## src/rtl/crc10_frame_gen.sv

```systemverilog
// rtl/crc10_frame_gen.sv - 26-beat framer appending four CRC-10 lane checksums on the tail beat
// Beats pass through unchanged; beat 25 carries the lane CRCs in place of its unused low bits.
module crc10_frame_gen #(
    parameter logic [9:0] POLY = 10'b1000110011,
    parameter logic [3:0] TAIL = 4'b0
) (
    input  logic        clk_390p625M,
    input  logic        rst_n,
    input  logic        in_valid,
    input  logic        in_sof,
    input  logic [61:0] in_data,
    input  logic        err_inject,
    output logic        crc10_en,
    output logic [61:0] crc10_data_out,
    output logic        frame_tail_flag,
    output logic [15:0] frame_cnt,
    output logic        sync_err
);

    localparam logic [4:0] LAST_BEAT = 5'd25;

    typedef enum logic {
        IDLE,
        BODY
    } state_t;

    state_t      state;
    logic [4:0]  beat_cnt;
    logic [9:0]  lane1, lane2, lane3, lane4;
    logic        inject_pending;

    logic [9:0]  base1, base2, base3, base4;
    logic [9:0]  full1, full2, full3, full4;
    logic [9:0]  part2;
    logic [9:0]  c1_out;
    logic [61:0] tail_word;

    // MSB-first serial CRC over the low nbits of bits, highest of those bits first.
    function automatic logic [9:0] crc_upd(input logic [9:0] crc, input logic [15:0] bits,
                                           input int nbits);
        logic [9:0] c;
        logic       fb;
        c = crc;
        for (int i = 15; i >= 0; i--) begin
            if (i < nbits) begin
                fb = c[9] ^ bits[i];
                c  = {c[8:0], 1'b0} ^ (fb ? POLY : 10'h000);
            end
        end
        return c;
    endfunction

    always_comb begin
        base1 = in_sof ? 10'h000 : lane1;
        base2 = in_sof ? 10'h000 : lane2;
        base3 = in_sof ? 10'h000 : lane3;
        base4 = in_sof ? 10'h000 : lane4;
        full1 = crc_upd(base1, {1'b0, in_data[61:47]}, 15);
        full2 = crc_upd(base2, in_data[46:31], 16);
        full3 = crc_upd(base3, {1'b0, in_data[30:16]}, 15);
        full4 = crc_upd(base4, in_data[15:0], 16);
        part2 = crc_upd(lane2, {13'h0000, in_data[46:44]}, 3);
        c1_out = full1 ^ {9'h000, inject_pending};
        // Tail layout: 18 live payload bits, then C1..C4 and the fixed TAIL nibble.
        tail_word = {in_data[61:44], c1_out, part2, lane3, lane4, TAIL};
    end

    always_ff @(posedge clk_390p625M or negedge rst_n) begin
        if (!rst_n) begin
            state           <= IDLE;
            beat_cnt        <= 5'd0;
            lane1           <= 10'h000;
            lane2           <= 10'h000;
            lane3           <= 10'h000;
            lane4           <= 10'h000;
            inject_pending  <= 1'b0;
            crc10_en        <= 1'b0;
            crc10_data_out  <= 62'h0;
            frame_tail_flag <= 1'b0;
            frame_cnt       <= 16'h0000;
            sync_err        <= 1'b0;
        end else begin
            crc10_en        <= 1'b0;
            frame_tail_flag <= 1'b0;
            sync_err        <= 1'b0;
            if (in_valid) begin
                if (in_sof) begin
                    // A start while in BODY aborts the open frame silently apart from sync_err.
                    sync_err       <= (state == BODY);
                    lane1          <= full1;
                    lane2          <= full2;
                    lane3          <= full3;
                    lane4          <= full4;
                    inject_pending <= err_inject;
                    beat_cnt       <= 5'd1;
                    state          <= BODY;
                    crc10_en       <= 1'b1;
                    crc10_data_out <= in_data;
                end else if (state == IDLE) begin
                    sync_err <= 1'b1;
                end else if (beat_cnt == LAST_BEAT) begin
                    crc10_en        <= 1'b1;
                    frame_tail_flag <= 1'b1;
                    crc10_data_out  <= tail_word;
                    frame_cnt       <= frame_cnt + 16'd1;
                    state           <= IDLE;
                    beat_cnt        <= 5'd0;
                    lane1           <= 10'h000;
                    lane2           <= 10'h000;
                    lane3           <= 10'h000;
                    lane4           <= 10'h000;
                    inject_pending  <= 1'b0;
                end else begin
                    lane1          <= full1;
                    lane2          <= full2;
                    lane3          <= full3;
                    lane4          <= full4;
                    beat_cnt       <= beat_cnt + 5'd1;
                    crc10_en       <= 1'b1;
                    crc10_data_out <= in_data;
                end
            end
        end
    end

endmodule

```

## config.mk

```make
export PLATFORM = sky130hd
export DESIGN_NAME = crc10_frame_gen
export DESIGN_NICKNAME = d
export VERILOG_FILES = /design/src/rtl/crc10_frame_gen.sv
export SDC_FILE = /design/constraint.sdc
export NUM_CORES = 1
export LEC_CHECK = 0
export ABC_AREA = 1
export BUFFER_PORTS_ARGS = -buffer_cell sky130_fd_sc_hd__buf_4
export CAP_MARGIN = 40
export CORE_ASPECT_RATIO = 0.9
export CORE_MARGIN = 2
export CORE_UTILIZATION = 45
export DETAILED_ROUTE_END_ITERATION = 6
export PLACE_DENSITY = 0.67
export SLEW_MARGIN = 40
export SYNTH_ARGS = -nofsm -noshare
export SYNTH_HDL_FRONTEND = slang
export SYNTH_SLANG_ARGS = --single-unit
```

## constraint.sdc

```tcl
create_clock -name clk_390p625M -period 8.25 [get_ports clk_390p625M]
set_clock_uncertainty 0.2 [all_clocks]
set_input_delay 1.65 -clock clk_390p625M [delete_from_list [all_inputs] [get_ports clk_390p625M]]
set_output_delay 1.65 -clock clk_390p625M [all_outputs]
set_load 0.05 [all_outputs]
```

==> results_dict.tcl <==
set metrics [dict create \
    globalRouteOverflowTotal 0 \
    hold_viol 0 \
    cts_tree "done" \
    crit_fanout 42 \
    die_area_mm2 0.0185 \
    grt_pass1_vias 6416 \
    antenna_cells 0 \
    setup_viol 0 \
    synthCells 961 \
    row_count 45 \
    pre_cts_slack_ns 3.46 \
    port_buffers 147 \
    syn-cell-area_mm2 0.00783 \
    drive_gt1_frac 0.201 \
    finalSetupTns_ns 0 \
    maxCapViolCount 0 \
    viasPerCell 4.89 \
    synth-xor-area-share 0.198 \
    cts_resized 0 \
    numCtsBuffers 17 \
    synth_compound_area_frac 0.0882 \
    ys_ff_latch 128 \
    min_period_over_period 0.529 \
    finalHoldWorstSlack_ns 0.268 \
    cts_root_buf "clkbuf_16" \
    combPwrFrac 0.570 \
    place.gp.congestion 0.837 \
    crit_path_end_kind "flop" \
    antenna_found_initial 0 \
    grt_use_total 0.230 \
    ir_drop_v 0.000226 \
    intPower_mw 2.02 \
    crit_type "input pin to flop" \
    grt_pass1_wl_mm 32.8 \
    seq_power_share 0.230 \
    first_iter_violations 377 \
    fmax_mhz 229 \
    slew_viol_final 0 \
    drc 0 \
    synth_nets 1032 \
    yosys.area_share.simple 0.212 \
    ys_warn_count 0 \
    cts_sinks 128 \
    switching_share 0.459 \
    vias 6608 \
    cp.required_ns 8.36 \
    p_clk_frac 0.200 \
    grt_start_max_net_pins 98 \
    clockBufferDepth 2 \
    drt-wirelength-per-cell_um 14.9 \
    p_total_mw 3.74 \
    critical_path_arrival_ns 4.47 \
    ctsHoldBuffers 0 \
    start_kind "input pin" \
    routed_wl_mm 20.1 \
    fin_ws_ns 3.89 \
    die_h_um 129 \
    power_density_mw_per_mm2 383 \
    leakagePower_nw 5.11 \
    clk-insertion-delay-late_ns 0.43 \
    syn_avg_cell_area_um2 8.15 \
    synth_mux_area_frac 0.00128 \
    hpwl_mm 14.5 \
    worstMarginPinSlew_ns 0.717 \
    start_util 0.462 \
    area_growth_pct 24.5 \
    fin_util 0.576 \
    yosysSeqAreaShare 0.409 \
    synthAdderAreaFrac 0.00639 \
    core_mm2 0.0169 \
    h-tree-depth 4 \
    min_period_ns 4.36 \
    detail-route-antenna-nets 0 \
    fin_nets 1176 \
    rsz0062_at_grt "no" \
    hold_path.class "flop to flop" \
    status "complete, no violations" \
    io_pins 148 \
    post_cts_buffers 0 \
    synth_top_family_by_area "simple AND/OR/NAND/NOR gates" \
    die_x_um 143 \
    power_switching_mw 1.72 \
    clkTransAtPathRegs_ns 0.06 \
    synth.distinct_cells 42 \
    drt_first_pass_iters 5 \
    slew_headroom 0.522 \
]
==> power by group through the flow <==
stage          Combinational [mW]  Sequential [mW]  Clock (mW)
6_report                     2.13            0.861       0.749
3_5_place_dp                 2.12            0.866           0
3_3_place_gp                 2.09            0.867           0
5_1_grt                      2.41            0.877       0.795
2_1_floorplan                1.60            0.953           0
4_1_cts                      2.13            0.859       0.761
==> kinds of logic after synthesis <==
kind of cell	count (synthesis)
xor gates and xnor gates	153
AOI/OAI and AO/OA	108
DFF	128
adders and majority gates	4
and+or+nand+nor	396
muxes	1
buffers and inverters	171
==> routing by layer <==
metal,routed length [um],track usage,part of all wire,vias to the layer above
met5,0,0,0,-
met4,229,0.0588,0.011,0
met3,1030,0.0499,0.051,19
met2,9520,0.367,0.47,166
met1,9370,0.319,0.46,3138
li1,-,-,-,3285
==> cells in the mapped netlist, drive strengths merged <==
| cell | number | area share |
|---|---|---|
| or2 | 2 | 0.0016 |
| o211ai | 12 | 0.012 |
| o22ai | 19 | 0.015 |
| dfrtp | 128 | 0.41 |
| nand4 | 5 | 0.0048 |
| mux2i | 1 | 0.0013 |
| o21ai | 45 | 0.029 |
| a31oi | 1 | 0.00080 |
| nor4 | 2 | 0.0016 |
| nor3 | 4 | 0.0040 |
| nor3b | 1 | 0.00096 |
| a22o | 1 | 0.0011 |
| xnor2 | 36 | 0.044 |
| o221ai | 22 | 0.025 |
| o21bai | 1 | 0.00096 |
| nand2 | 299 | 0.15 |
| clkinv | 2 | 0.00096 |
| a2bb2oi | 1 | 0.0011 |
| nor2 | 22 | 0.011 |
| xor2 | 117 | 0.15 |
| clkbuf | 22 | 0.011 |
| nand3 | 56 | 0.036 |
| buf | 7 | 0.0062 |
| a21o | 1 | 0.00096 |
| inv | 140 | 0.067 |
| ha | 4 | 0.0064 |
| a21oi | 5 | 0.0032 |
| nand3b | 5 | 0.0048 |
==> final timing paths <==
kind	from	endpoint	slack [ns]	cells after the start
worst max register to register	beat_cnt[1]$_DFFE_PN0P_	beat_cnt[0]$_DFFE_PN0P_	4.73	11
worst max-delay path	in_sof	lane2[9]$_DFFE_PN0P_	3.89	19
worst min register to register	crc10_data_out[48]$_DFFE_PN0P_	crc10_data_out[48]$_DFFE_PN0P_	0.27	2
min in group asynchronous	rst_n	frame_cnt[3]$_DFFE_PN0P_	0.99	1
max in group asynchronous	rst_n	crc10_data_out[9]$_DFFE_PN0P_	5.82	2
worst min-delay path	crc10_data_out[48]$_DFFE_PN0P_	crc10_data_out[48]$_DFFE_PN0P_	0.27	2
==> sequential cells by signal, summed over array words and instances (netlist names), 5 cells and up <==
| register | flops |
|---|---|
| beat_cnt | 5 |
| lane3 | 10 |
| lane4 | 10 |
| frame_cnt | 16 |
| lane2 | 10 |
| crc10_data_out | 62 |
| lane1 | 10 |
==> through the flow <==
step	instance area, um2	cells
2_1_floorplan	7830	961
3_3_place_gp	9150	1320
3_5_place_dp	9170	1321
4_1_cts	9760	1351
5_1_grt	9760	1351
6_report	9760	1351
==> cell usage in the layout, fill, tap and decap left out, drive strengths merged <==
master    instances
or2               2
nand4             5
nor4              2
nand2           299
nor2             22
a31oi             1
o211ai           12
bufinv            2
buf             154
nand3b            5
nor3b             1
a22o              1
mux2i             1
a21o              1
clkinvlp          1
dfrtp           128
clkbuf           25
o21ai            45
nor3              4
xor2            117
nand3            56
clkinv            3
ha                4
a2bb2oi           1
o21bai            1
o221ai           22
xnor2            36
inv             141
o22ai            19
a21oi             5
==> critical path, stage by stage <==
cell	delay, ns
buf_4	0.18
inv_2	0.07
buf_4	0.43
nand2_1	0.20
xor2_1	0.22
or2_1	0.24
nand2_1	0.06
nand2_1	0.06
nand2_2	0.11
xor2_1	0.39
inv_1	0.11
nand3_1	0.10
nand2_1	0.07
nand3_1	0.12
nand3_1	0.14
nand2_1	0.13
nand2_1	0.06
nand3_1	0.07
nand2_1	0.06
==> area by class of cell <==
class / count / area, um2
well taps: 235 / 294
repair buffers: 154 / 1170
multi-input cells: 662 / 3970
clock buffers: 25 / 505
clock inverters: 5 / 77.6
inverters: 142 / 533
flip-flops and latches: 128 / 3200
fillers: 1592 / 7190
No activity file was read; power rests on OpenSTA's default activity.
